## config.mk

```make
export PLATFORM = sky130hd
export DESIGN_NAME = wb_burst_master_flat
export DESIGN_NICKNAME = d
export VERILOG_FILES = /design/src/rtl/wb_burst_master_if.sv /design/src/rtl/wb_burst_master.sv /design/src/flat_wrapper.sv
export SDC_FILE = /design/constraint.sdc
export NUM_CORES = 1
export LEC_CHECK = 0
export ABC_AREA = 0
export CORE_MARGIN = 2
export CORE_UTILIZATION = 47
export CTS_BUF_LIST = sky130_fd_sc_hd__clkbuf_4 sky130_fd_sc_hd__clkbuf_8
export CTS_CLUSTER_SIZE = 40
export DETAILED_ROUTE_END_ITERATION = 8
export PLACE_DENSITY = 0.87
export SETUP_SLACK_MARGIN = 0.15
export SYNTH_ARGS = -nofsm -noshare
export SYNTH_HDL_FRONTEND = slang
export SYNTH_SLANG_ARGS = --single-unit
```

## constraint.sdc

```tcl
create_clock -name wb_clk_i -period 2.3 [get_ports wb_clk_i]
set_clock_uncertainty 0.05 [all_clocks]
set_input_delay 0.345 -clock wb_clk_i [delete_from_list [all_inputs] [get_ports wb_clk_i]]
set_output_delay 0.345 -clock wb_clk_i [all_outputs]
set_load 0.05 [all_outputs]
```

## src/rtl/wb_burst_master_if.sv

```systemverilog
// Wishbone B3 signal bundle between the burst master and the slave it drives.
// Names keep the master's _o/_i orientation so both sides read the same.
interface wb_burst_master_if #(
    parameter int AW = 32,
    parameter int DW = 32
);
    logic              wb_cyc_o;
    logic              wb_stb_o;
    logic              wb_we_o;
    logic [AW-1:0]     wb_addr_o;
    logic [DW-1:0]     wb_dat_o;
    logic [DW/8-1:0]   wb_sel_o;
    logic [2:0]        wb_cti_o;
    logic              wb_ack_i;
    logic [DW-1:0]     wb_dat_i;

    modport master (
        output wb_cyc_o, wb_stb_o, wb_we_o, wb_addr_o, wb_dat_o, wb_sel_o, wb_cti_o,
        input  wb_ack_i, wb_dat_i
    );

    modport slave (
        input  wb_cyc_o, wb_stb_o, wb_we_o, wb_addr_o, wb_dat_o, wb_sel_o, wb_cti_o,
        output wb_ack_i, wb_dat_i
    );
endinterface

```

## src/rtl/wb_burst_master.sv

```systemverilog
// Wishbone B3 incrementing-burst master: takes one read or write command and
// issues cmd_len+1 beats, with a stall timeout that aborts the burst.
module wb_burst_master #(
    parameter int AW  = 32,
    parameter int DW  = 32,
    parameter int BLW = 5,
    parameter int TMO = 255
) (
    input  logic              wb_clk_i,
    input  logic              wb_rst_i,
    // cmd_* and wdat_* transfer on a rising edge where valid and ready are both 1;
    // the source holds valid and payload stable until then. rdat_* has no ready.
    input  logic              cmd_valid,
    output logic              cmd_ready,
    input  logic              cmd_we,
    input  logic [AW-1:0]     cmd_addr,
    input  logic [BLW-1:0]    cmd_len,
    input  logic              wdat_valid,
    output logic              wdat_ready,
    input  logic [DW-1:0]     wdat_data,
    input  logic [DW/8-1:0]   wdat_sel,
    output logic              rdat_valid,
    output logic [DW-1:0]     rdat_data,
    output logic              rdat_last,
    wb_burst_master_if.master wb,
    output logic              busy_o,
    output logic              done_o,
    output logic              err_o,
    output logic [1:0]        state_dbg_o
);
    localparam int SW = DW / 8;
    localparam int CW = 16;
    localparam logic [BLW:0] ONE_BEAT = (BLW+1)'(1);
    localparam logic [2:0]   CTI_INCR = 3'b010;
    localparam logic [2:0]   CTI_END  = 3'b111;

    typedef enum logic [1:0] {
        S_IDLE  = 2'd0,
        S_WRITE = 2'd1,
        S_READ  = 2'd2,
        S_DONE  = 2'd3
    } state_e;

    state_e          state_q, state_d;
    logic            cyc_q, cyc_d, stb_q, stb_d, we_q, we_d;
    logic [AW-1:0]   addr_q, addr_d;
    logic [DW-1:0]   dat_q, dat_d;
    logic [SW-1:0]   sel_q, sel_d;
    logic [2:0]      cti_q, cti_d;
    logic            rdat_valid_q, rdat_valid_d, rdat_last_q, rdat_last_d;
    logic [DW-1:0]   rdat_data_q, rdat_data_d;
    logic            done_q, done_d, err_q, err_d;
    logic [BLW:0]    beats_left_q, beats_left_d;
    logic [BLW:0]    loads_left_q, loads_left_d;
    logic [CW-1:0]   tmo_q, tmo_d;

    logic            ack_v, stall, timeout, final_ack, wdat_hs;
    logic [BLW:0]    cmd_beats;

    assign cmd_beats = {1'b0, cmd_len} + ONE_BEAT;
    // stb_q is only ever high in WRITE/READ, so acks elsewhere fall out here.
    assign ack_v     = stb_q & wb.wb_ack_i;
    assign stall     = stb_q & ~wb.wb_ack_i;
    assign timeout   = stall && (tmo_q == CW'(TMO));
    assign final_ack = ack_v && (beats_left_q == ONE_BEAT);

    assign cmd_ready  = (state_q == S_IDLE) && !wb_rst_i;
    assign wdat_ready = (state_q == S_WRITE) && !wb_rst_i && (!stb_q || wb.wb_ack_i)
                        && (loads_left_q != '0);
    assign wdat_hs    = wdat_valid && wdat_ready;

    always_comb begin
        state_d      = state_q;
        cyc_d        = cyc_q;
        stb_d        = stb_q;
        we_d         = we_q;
        addr_d       = addr_q;
        dat_d        = dat_q;
        sel_d        = sel_q;
        cti_d        = cti_q;
        rdat_valid_d = 1'b0;
        rdat_data_d  = rdat_data_q;
        rdat_last_d  = 1'b0;
        done_d       = 1'b0;
        err_d        = 1'b0;
        beats_left_d = beats_left_q;
        loads_left_d = loads_left_q;
        tmo_d        = stall ? tmo_q + CW'(1) : '0;

        unique case (state_q)
            S_IDLE: begin
                if (cmd_valid && cmd_ready) begin
                    state_d      = cmd_we ? S_WRITE : S_READ;
                    cyc_d        = 1'b1;
                    stb_d        = ~cmd_we;
                    we_d         = cmd_we;
                    addr_d       = cmd_addr;
                    sel_d        = cmd_we ? sel_q : '1;
                    beats_left_d = cmd_beats;
                    loads_left_d = cmd_we ? cmd_beats : '0;
                    tmo_d        = '0;
                end
            end
            S_WRITE: begin
                // A new beat loaded in the ack cycle keeps stb up back-to-back.
                if (wdat_hs) begin
                    dat_d        = wdat_data;
                    sel_d        = wdat_sel;
                    stb_d        = 1'b1;
                    loads_left_d = loads_left_q - ONE_BEAT;
                end else if (ack_v) begin
                    stb_d = 1'b0;
                end
                if (ack_v) begin
                    beats_left_d = beats_left_q - ONE_BEAT;
                    addr_d       = addr_q + AW'(SW);
                end
            end
            S_READ: begin
                if (ack_v) begin
                    rdat_valid_d = 1'b1;
                    rdat_data_d  = wb.wb_dat_i;
                    rdat_last_d  = (beats_left_q == ONE_BEAT);
                    beats_left_d = beats_left_q - ONE_BEAT;
                    addr_d       = addr_q + AW'(SW);
                end
            end
            S_DONE: state_d = S_IDLE;
            default: state_d = S_IDLE;
        endcase

        if (final_ack || timeout) begin
            state_d = S_DONE;
            cyc_d   = 1'b0;
            stb_d   = 1'b0;
            done_d  = 1'b1;
            err_d   = timeout;
            tmo_d   = '0;
        end

        if (!cyc_d)                        cti_d = 3'b000;
        else if (beats_left_d > ONE_BEAT)  cti_d = CTI_INCR;
        else                               cti_d = CTI_END;
    end

    always_ff @(posedge wb_clk_i) begin
        if (wb_rst_i) begin
            state_q      <= S_IDLE;
            cyc_q        <= 1'b0;
            stb_q        <= 1'b0;
            we_q         <= 1'b0;
            addr_q       <= '0;
            dat_q        <= '0;
            sel_q        <= '0;
            cti_q        <= 3'b000;
            rdat_valid_q <= 1'b0;
            rdat_data_q  <= '0;
            rdat_last_q  <= 1'b0;
            done_q       <= 1'b0;
            err_q        <= 1'b0;
            beats_left_q <= '0;
            loads_left_q <= '0;
            tmo_q        <= '0;
        end else begin
            state_q      <= state_d;
            cyc_q        <= cyc_d;
            stb_q        <= stb_d;
            we_q         <= we_d;
            addr_q       <= addr_d;
            dat_q        <= dat_d;
            sel_q        <= sel_d;
            cti_q        <= cti_d;
            rdat_valid_q <= rdat_valid_d;
            rdat_data_q  <= rdat_data_d;
            rdat_last_q  <= rdat_last_d;
            done_q       <= done_d;
            err_q        <= err_d;
            beats_left_q <= beats_left_d;
            loads_left_q <= loads_left_d;
            tmo_q        <= tmo_d;
        end
    end

    assign wb.wb_cyc_o  = cyc_q;
    assign wb.wb_stb_o  = stb_q;
    assign wb.wb_we_o   = we_q;
    assign wb.wb_addr_o = addr_q;
    assign wb.wb_dat_o  = dat_q;
    assign wb.wb_sel_o  = sel_q;
    assign wb.wb_cti_o  = cti_q;
    assign rdat_valid   = rdat_valid_q;
    assign rdat_data    = rdat_data_q;
    assign rdat_last    = rdat_last_q;
    assign done_o       = done_q;
    assign err_o        = err_q;
    assign busy_o       = (state_q != S_IDLE);
    assign state_dbg_o  = state_q;
endmodule

```

## src/flat_wrapper.sv

```systemverilog
// flat-port wrapper written by rule: the top's interface ports become plain ports
module wb_burst_master_flat 
#(
    parameter int AW  = 32,
    parameter int DW  = 32,
    parameter int BLW = 5,
    parameter int TMO = 255
)
  (wb_clk_i, wb_rst_i, cmd_valid, cmd_ready, cmd_we, cmd_addr, cmd_len, wdat_valid, wdat_ready, wdat_data, wdat_sel, rdat_valid, rdat_data, rdat_last, busy_o, done_o, err_o, state_dbg_o, wb_wb_cyc_o, wb_wb_stb_o, wb_wb_we_o, wb_wb_addr_o, wb_wb_dat_o, wb_wb_sel_o, wb_wb_cti_o, wb_wb_ack_i, wb_wb_dat_i);
  wb_burst_master_if #(.AW(AW), .DW(DW)) wb_i ();
  input  logic wb_clk_i;
  input  logic wb_rst_i;
  input  logic cmd_valid;
  output logic cmd_ready;
  input  logic cmd_we;
  input  logic [AW-1:0] cmd_addr;
  input  logic [BLW-1:0] cmd_len;
  input  logic wdat_valid;
  output logic wdat_ready;
  input  logic [DW-1:0] wdat_data;
  input  logic [DW/8-1:0] wdat_sel;
  output logic rdat_valid;
  output logic [DW-1:0] rdat_data;
  output logic rdat_last;
  output logic busy_o;
  output logic done_o;
  output logic err_o;
  output logic [1:0] state_dbg_o;
  output wire logic [$bits(wb_i.wb_cyc_o)-1:0] wb_wb_cyc_o;
  output wire logic [$bits(wb_i.wb_stb_o)-1:0] wb_wb_stb_o;
  output wire logic [$bits(wb_i.wb_we_o)-1:0] wb_wb_we_o;
  output wire logic [$bits(wb_i.wb_addr_o)-1:0] wb_wb_addr_o;
  output wire logic [$bits(wb_i.wb_dat_o)-1:0] wb_wb_dat_o;
  output wire logic [$bits(wb_i.wb_sel_o)-1:0] wb_wb_sel_o;
  output wire logic [$bits(wb_i.wb_cti_o)-1:0] wb_wb_cti_o;
  input wire logic [$bits(wb_i.wb_ack_i)-1:0] wb_wb_ack_i;
  input wire logic [$bits(wb_i.wb_dat_i)-1:0] wb_wb_dat_i;
  assign wb_wb_cyc_o = wb_i.wb_cyc_o;
  assign wb_wb_stb_o = wb_i.wb_stb_o;
  assign wb_wb_we_o = wb_i.wb_we_o;
  assign wb_wb_addr_o = wb_i.wb_addr_o;
  assign wb_wb_dat_o = wb_i.wb_dat_o;
  assign wb_wb_sel_o = wb_i.wb_sel_o;
  assign wb_wb_cti_o = wb_i.wb_cti_o;
  assign wb_i.wb_ack_i = wb_wb_ack_i;
  assign wb_i.wb_dat_i = wb_wb_dat_i;
  wb_burst_master #(.AW(AW), .DW(DW), .BLW(BLW), .TMO(TMO)) u_core (.wb_clk_i(wb_clk_i), .wb_rst_i(wb_rst_i), .cmd_valid(cmd_valid), .cmd_ready(cmd_ready), .cmd_we(cmd_we), .cmd_addr(cmd_addr), .cmd_len(cmd_len), .wdat_valid(wdat_valid), .wdat_ready(wdat_ready), .wdat_data(wdat_data), .wdat_sel(wdat_sel), .rdat_valid(rdat_valid), .rdat_data(rdat_data), .rdat_last(rdat_last), .wb(wb_i), .busy_o(busy_o), .done_o(done_o), .err_o(err_o), .state_dbg_o(state_dbg_o));
endmodule
```

# Word-level counts from Yosys, hierarchy flattened
# Cells that the tools add are included.
[totals]
word_cells = 104
in_bits = 111
regBits = 140
output_inout_bits = 115
[classes]
eq_ne = 11
order_cmp = 1
n_reduce_logical = 32
mux = 31
addsub = 5
n_bitwise = 8
[op_table]
columns = ["operator", "count"]
rows = [
  ["2-to-1 mux 32 bit", 2],
  ["one-hot mux 32 bit (2 select lines)", 1],
  ["2-to-1 mux 16 bit", 3],
  ["adder 32 x 3 -> 32 bit, second input constant", 1],
  ["2-to-1 mux 6 bit", 5],
  ["one-hot mux 6 bit (2 select lines)", 2],
  ["adder 16 x 1 -> 16 bit, second input constant", 1],
  ["equality test 16 x 8 -> 1 bit, second input constant", 1],
  ["2-to-1 mux 4 bit", 3],
  ["subtractor 6 x 1 -> 6 bit, second input constant", 2],
  ["OR reduction 2 bit", 5],
  ["AND reduction 3 bit", 3],
  ["logical AND 1 bit", 8],
  ["2-to-1 mux 1 bit", 8],
  ["one-hot mux 4 bit (2 select lines)", 1],
  ["AND reduction 2 bit", 4],
  ["adder 5 x 1 -> 6 bit, second input constant", 1],
  ["equality test 6 x 1 -> 1 bit, second input constant", 1],
  ["> comparator 6 x 1 -> 1 bit, second input constant", 1],
  ["2-to-1 mux 2 bit", 3],
  ["inverter 1 bit", 6],
  ["nonzero test 2 bit", 3],
  ["nonzero test 6 bit", 1],
  ["equality test 2 bit, second input constant", 2],
  ["other kinds (15)", 20],
]

# Longest topological paths before layout
# Gate-level depths: netlist of the first run.
[logic_depth]
ltp_word = 8
mapped_depth = 10
ltp_nobuf = 7

# Worst setup path before layout of the first run
# OpenSTA, ideal clock, no wires.
[synth_timing]
path_kind = "flip-flop to output port"
startpoint = "reg u_core.state_q[0], in the netlist u_core.state_dbg_o[0]"
endpoint = "out wdat_ready"
slack_ns = -0.962
stages_incl_launch_ff = 5
t_arrival_ns = 2.867
t_required_ns = 1.905
path_buffers = 1
path_cell_list = "dfxtp_1 > ha_1 > buf_2 > clkinv_1 > nor4_1"
[synth_between]
elab_chain_cells = 4
[synth_rtl]
columns = ["element", "line_no", "rtl"]
rows = [
  ["from (decl)", "wb_burst_master.sv:44", "state_e state_q, state_d;"],
  ["from (signal assigned)", "wb_burst_master.sv:165", "state_q <= state_d;"],
  ["equality test 2 x 1 -> 1 bit", "wb_burst_master.sv:68", "assign wdat_ready = (state_q == S_WRITE) && !wb_rst_i && (!stb_q || wb.wb_ack_i)"],
  ["logical AND 1 bit (2 in a row)", "wb_burst_master.sv:68", ""],
  ["logical AND 1 bit", "wb_burst_master.sv:69", "&& (loads_left_q != '0);"],
  ["to (decl)", "flat_wrapper.sv:19", "output logic wdat_ready;"],
]
# No other way between the ends.

# Worst setup path in the final report of the first run
[layout_timing]
startpoint = "reg u_core.state_q[1], in the netlist u_core.state_dbg_o[1]"
endpoint = "reg u_core.addr_q[27], in the netlist u_core.wb.wb_addr_o[27]"
[layout_between]
elab_chain_cells = 5
elab_cells_between_ends = 11
classes_between = "eq/ne (4); mux (1); reduce/logical (6)"
[layout_rtl]
columns = ["element", "line_no", "rtl"]
rows = [
  ["logical NOT 2 bit", "wb_burst_master.sv:67, wb_burst_master.sv:90", ""],
  ["logical AND 1 bit", "wb_burst_master.sv:67", "assign cmd_ready = (state_q == S_IDLE) && !wb_rst_i;"],
  ["logical AND 1 bit", "wb_burst_master.sv:92", "if (cmd_valid && cmd_ready) begin"],
  ["!= test 2 bit (no source line)", "n/a", ""],
  ["AND reduction 3 bit (no source line)", "n/a", ""],
  ["to (signal assigned)", "wb_burst_master.sv:169", "addr_q <= addr_d;"],
  ["to (decl)", "wb_burst_master.sv:46", "logic [AW-1:0] addr_q, addr_d;"],
]
# Parallel ways exist; a longest one is shown, timed or not.
# A chain may end at the register's enable or synchronous reset.

==> results.toml, run 1 <==
[cells_and_area]
multi_input_area_um2 = 3490
layout-drive-gt1-share_pct = 11.6
area_growth_pct = 50.1
seq_area_um2 = 2810
fillers = 1028
nets = 1186
diodes = 0

[run]
maxCapViolations = 0

[timing]
hold_ws_ns = 0.338
slew_viol_final = 0
max-slew-margin-rel_pct = 55.5
fin_crit_ns = 2.14
fmax_ghz = 0.467
setup_violations = 0
rsz0062_at_grt = "yes"
fin_setup_tns_ns = 0
postLayoutSetupSlackWorst_ns = 0.158
worst_pin_slew_ns = 0.660
finalHoldViolations = 0
period_share_pct = 93.1

[pwr]
ir_worst_vdd_mv = 0.800
power_mw = 6.05
power.density_nw_per_um2 = 620
p_leak_nw = 3.68

[die]
io_pins = 226
start_util_pct = 48.5
die_x_um = 122
core.rowCount = 42
fp.dieH_um = 122
core-area_um2 = 13400
design.die.area_um2 = 14800

[critical_path]
r2r_slack_ns = 0.16
r2r-end = "u_core.wb.wb_addr_o[27]$_SDFFE_PP0P_"
cp_top_family = "compound AO/OA/AOI/OAI gates"
worstPathCellList = "inv_2 > ha_4 > a21boi_1 > buf_4 > a211o_4 > or3_1 > mux2_2 > a31oi_1"
cp_data_arrival_time_ns = 2.47
max_stage_delay_ns = 0.37
slowest_stage = "dfxtp_4"
end_kind = "register"
cp.required_ns = 2.62
cp_max_fo = 7
start_kind = "register"
worstSetupPathDepth = 8
crit_buf_inv = 2
ff2ff_path_depth = 8
path_class = "reg2reg"
r2r-start = "u_core.state_dbg_o[1]$_SDFFE_PP0P_"

[grt]
grt_pass1_wl_mm = 30.8
grtUsageTotal_pct = 25.7
gr-total-overflow = 0
antenna_found_initial = 0
grt_max_degree = 65
grt_pass1_vias = 6310

[worst_hold_path]
holdCritStartpoint = "wb_rst_i"
hold_path_class = "in2reg"
holdPathStages = 3
min_to = "u_core.loads_left_q[5]$_SDFFE_PP0P_"

[placed_design]
gp_congestion = 0.937
place_ws_ns = -0.153
dp.final_hpwl_mm = 13.8
io_buffers = 225

[synth]
avgSynthCellArea_um2 = 7.86
syn_area_um2 = 6500
synth-seq-cells = 139
synthCells = 827
yosysUniqueCellTypes = 69
async_flop_share_pct = 0
ys_seq_area_share_pct = 42.8
synth_ff_type = "dfxtp_1"
syn_nets = 949
ys_warn_count = 0
synth_edf_count = 0

[route]
first_iter_violations = 676
dr_wl_met2_mm = 9.33
vias = 6922
drcViolationCount = 0
ant_nets = 0
wire_per_inst_um = 15.8
wl_mm = 19.8
wl_met3_mm = 1.70
avgViaCountPerCell = 5.52
met1_length_mm = 8.44
firstDrtPassIters = 5
dr.max_layer_used = "met4"

[clock_network]
path_clk_slew_ns = 0.08
cts_sinks = 139
postCtsHoldBufs = 0
ctsHtreeMaxLevel = 4
cts_buffer_depth = 2
tritoncts = "yes"
clk_latency_ns = 0.45
cts.root.buffer_cell = "clkbuf_8"
numCtsBuffers = 17

[status]
outcome = "finished, final reports clean"
synthesized netlist by cell type (all sizes together) (7+ instances only):
cell type	count	share of area [%]
a31oi	7	0.67
nor2	64	3.7
or3	7	0.67
xor2	7	0.94
ha	11	2.1
nand3	28	2.2
nand4	14	1.7
o21ai	29	2.2
nand2	170	9.8
inv	19	1.1
buf	23	1.9
clkbuf	34	2.0
a21oi	105	8.1
xnor2	10	1.3
nor4	9	1.3
and3	9	0.87
a211oi	9	1.1
dfxtp	139	43
nor2b	13	1.3
nor3	24	1.8
cells by family (layout without fill, tap and decap cells):
family / after synthesis / count (layout) / synth area share, %
fa+ha+maj: 11 / 11 / 2.12
mux: 6 / 6 / 0.962
simple gates: 367 / 367 / 26.6
buf+inv: 77 / 327 / 5.04
compound gates: 210 / 210 / 20.2
flops: 139 / 139 / 42.8
xor+xnor: 17 / 17 / 2.29
cell usage in the layout, fill, tap and decap left out, drive strengths merged, types with 14 or more instances in the layout:
cell type and n:
o21ai 29, a21oi 105, nand2 170, inv 19
nor3 24, nand3 28, nand4 14, buf 54
clkdlybuf4s50 202, nor2 64, dfxtp 139, clkbuf 21
where the power goes:
group / total (mW) / switching (mW) / internal (mW)
clock network: 2.09 / 0.944 / 1.15
registers: 2.61 / 0.114 / 2.50
logic: 1.35 / 0.761 / 0.584
layout make-up:
type | instances | share of cell area, %
clock buffer | 21 | 2.83
clock inverter | 11 | 1.46
sequential | 139 | 28.7
timing repair buffer | 275 | 28.1
inverter | 20 | 0.846
tap | 176 | 2.26
multi-input combinational | 611 | 35.8
what timing repair did:
action | CTS | global route
pin swaps | 0 | 1
endpoints found under the setup margin | 25 | 63
gates resized for setup | 13 | 31
buffers inserted | 0 | 3
through the flow:
stage | util [%] | cell area [um2] | cells
floorplan | - | 6540 | 827
global placement | 68.5 | 9190 | 1218
detailed placement | 68.5 | 9190 | 1218
CTS | 71.9 | 9640 | 1250
global route | 72.8 | 9760 | 1253
finish | 72.8 | 9760 | 1253
routing by layer:
| metal | GRT usage (%) | vias up |
|---|---|---|
| met4 | 7.76 | 0 |
| met2 | 41.4 | 302 |
| met3 | 7.35 | 27 |
| li1 | - | 3382 |
| met5 | 0 | - |
| met1 | 33.7 | 3211 |
worst min-delay path, delay by kind of cell:
family                 cells  cell delay (ns)
AO/OA/AOI/OAI              1             0.06
buffers and inverters      2             0.38
how the worst max path moves through the flow:
stage | end | start
CTS | wdat_ready | u_core.loads_left_q[0]$_SDFFE_PP0P_
detailed placement | u_core.wb.wb_cti_o[0]$_SDFF_PP0_ | cmd_len[0]
finish | u_core.wb.wb_addr_o[27]$_SDFFE_PP0P_ | u_core.state_dbg_o[1]$_SDFFE_PP0P_
global placement | u_core.wb.wb_cti_o[0]$_SDFF_PP0_ | wb_wb_ack_i
global route | wdat_ready | u_core.state_dbg_o[0]$_SDFFE_PP0P_
floorplan | u_core.wb.wb_addr_o[20]$_SDFFE_PP0P_ | u_core.wb.wb_addr_o[3]$_SDFFE_PP0P_
flip-flops by register name, indices dropped and copies added, names as in the netlist:
register	cells
u_core.rdat_data	32
u_core.wb.wb_addr_o	32
u_core.wb.wb_dat_o	32
u_core.tmo_q	16
u_core.beats_left_q	6
u_core.loads_left_q	6
u_core.wb.wb_sel_o	4
u_core.state_dbg_o	2
u_core.wb.wb_cti_o	2
u_core.done_o	1
u_core.err_o	1
u_core.rdat_last	1
u_core.rdat_valid	1
u_core.wb.wb_cyc_o	1
u_core.wb.wb_stb_o	1
u_core.wb.wb_we_o	1
No activity file was read; power rests on OpenSTA's default activity.
==> run 2, diff against run 1 <==
--- a/config.mk
+++ b/config.mk
@@ -9,5 +9,5 @@
 export CORE_MARGIN = 2
 export CORE_UTILIZATION = 47
-export CTS_BUF_LIST = sky130_fd_sc_hd__clkbuf_4 sky130_fd_sc_hd__clkbuf_8
+export CTS_BUF_LIST = sky130_fd_sc_hd__clkbuf_2 sky130_fd_sc_hd__clkbuf_4 sky130_fd_sc_hd__clkbuf_8
 export CTS_CLUSTER_SIZE = 40
 export DETAILED_ROUTE_END_ITERATION = 8
--- a/constraint.sdc
+++ b/constraint.sdc
@@ -3,3 +3,3 @@
 set_input_delay 0.345 -clock wb_clk_i [delete_from_list [all_inputs] [get_ports wb_clk_i]]
 set_output_delay 0.345 -clock wb_clk_i [all_outputs]
-set_load 0.05 [all_outputs]
+set_load 0.01 [all_outputs]
==> results.toml, run 2 (synthesis results as in run 1) <==
[status]
outcome = "finished, final reports clean"

[clock_network]
tritoncts = "yes"
cts_buffer_depth = 2
path_clk_slew_ns = 0.08
ctsHtreeMaxLevel = 4
clk_latency_ns = 0.44
numCtsBuffers = 17
cts_sinks = 139
cts.root.buffer_cell = "clkbuf_8"
postCtsHoldBufs = 0

[route]
avgViaCountPerCell = 5.48
wire_per_inst_um = 15.5
vias = 6925
wl_mm = 19.6
first_iter_violations = 799
ant_nets = 0
firstDrtPassIters = 5
drcViolationCount = 0

[timing]
slew_viol_final = 0
fmax_ghz = 0.469
finalHoldViolations = 0
fin_crit_ns = 2.13
rsz0062_at_grt = "yes"
worst_pin_slew_ns = 0.532
period_share_pct = 92.8
setup_violations = 0
max-slew-margin-rel_pct = 64.5
hold_ws_ns = 0.272

[grt]
grtUsageTotal_pct = 26.0
grt_pass1_vias = 6527
grt_max_degree = 50
gr-total-overflow = 0
grt_pass1_wl_mm = 31.1
antenna_found_initial = 0

[critical_path]
end_kind = "register"
worstPathCellList = "inv_2 > ha_4 > buf_6 > nor2_1 > a211o_1 > buf_12 > or3_4 > mux2_4 > a21oi_2"
cp_max_fo = 10
cp.required_ns = 2.62
path_class = "reg2reg"
slowest_stage = "dfxtp_2"
start_kind = "register"
max_stage_delay_ns = 0.34
cp_data_arrival_time_ns = 2.45

[placed_design]
dp.final_hpwl_mm = 13.6
dp.cells = 1227
placed_cell_area_um2 = 9210
gp_congestion = 0.942
io_buffers = 225

[cells_and_area]
final_common_cell = "clkdlybuf4s50_1"
layout_common_cells = "221 x clkdlybuf4s50_1, 170 x nand2_1, 135 x dfxtp_1, 104 x a21oi_1, 64 x nor2_1"
final_cells = 1263
nets = 1196
diodes = 0
layout-drive-gt1-share_pct = 11.1
fin_util_pct = 73.0
area_growth_pct = 50.6
stdcell_area_um2 = 9790

[die]
core-area_um2 = 13400
die_x_um = 122
io_pins = 226
core.rowCount = 42
design.die.area_um2 = 14800
fp.dieH_um = 122
start_util_pct = 48.5

[worst_hold_path]
hold_path_class = "in2reg"

[pwr]
power.density_nw_per_um2 = 628
p_leak_nw = 3.52
pwr-share-comb_pct = 18.0
internal-power_mw = 4.61
switching_share_pct = 25.1
p_clk_share_pct = 39.8
power_mw = 6.15
power.switching_mw = 1.54
ir_worst_vdd_mv = 0.523
p_seq_share_pct = 42.3

[run]
maxCapViolations = 0
-- run 2: power by group through the flow --
stage	logic [mW]	clock network, mW	registers, mW
floorplan	0.458	0	2.67
global placement	1.05	0	2.65
detailed placement	1.07	0	2.65
CTS	1.08	2.48	2.60
global route	1.19	2.60	2.61
finish	1.10	2.45	2.60
-- run 2: worst paths after layout --
| kind | startpoint | slack, ns | depth (start not counted) | endpoint |
|---|---|---|---|---|
| worst min-delay path | wb_rst_i | 0.27 | 3 | u_core.wb.wb_addr_o[9]$_SDFFE_PP0P_ |
| worst max-delay path | u_core.state_dbg_o[1]$_SDFFE_PP0P_ | 0.17 | 9 | u_core.wb.wb_addr_o[29]$_SDFFE_PP0P_ |
| worst min register to register | u_core.tmo_q[0]$_SDFF_PP0_ | 0.39 | 1 | u_core.tmo_q[0]$_SDFF_PP0_ |
| worst max register to register | u_core.state_dbg_o[1]$_SDFFE_PP0P_ | 0.17 | 9 | u_core.wb.wb_addr_o[29]$_SDFFE_PP0P_ |
-- run 2: layout make-up --
class | count | area [um2]
timing repair buffer | 285 | 2760
clock buffer | 22 | 290
sequential | 139 | 2790
fill | 979 | 3610
clock inverter | 10 | 210
inverter | 20 | 75.1
tap | 176 | 220
multi-input combinational | 611 | 3450
-- run 2: critical path: cells and delay by family (launching register included) --
| kind | cells | cell delay [ns] |
|---|---|---|
| buf+inv | 3 | 0.32 |
| fa+ha+maj | 1 | 0.26 |
| mux | 1 | 0.29 |
| simple gates | 2 | 0.38 |
| compound gates | 2 | 0.43 |
| flops | 1 | 0.34 |
-- run 2: per-stage QoR --
step	setup WS [ns]	setup TNS [ns]
6_report	0.166	0
5_1_grt	0.109	0
4_1_cts	0.0548	0
3_5_place_dp	-0.0876	-0.160
3_3_place_gp	-0.0765	-0.0905
2_1_floorplan	0.205	0
-- run 2: layer usage --
layer  GRT usage [%]  up-vias  routed length [um]
met5               0        -                   0
met1            32.7     3183                7860
met2            43.3      307                9610
met4            9.63        0                 551
met3            6.60       39                1580
li1                -     3396                   -
-- run 2: repair_timing --
item | CTS | global route
endpoints found under the setup margin | 7 | 17
resized for setup | 7 | 18
pin swaps | 1 | 2
hold endpoints to repair | 0 | 0
setup buffers | 0 | 4
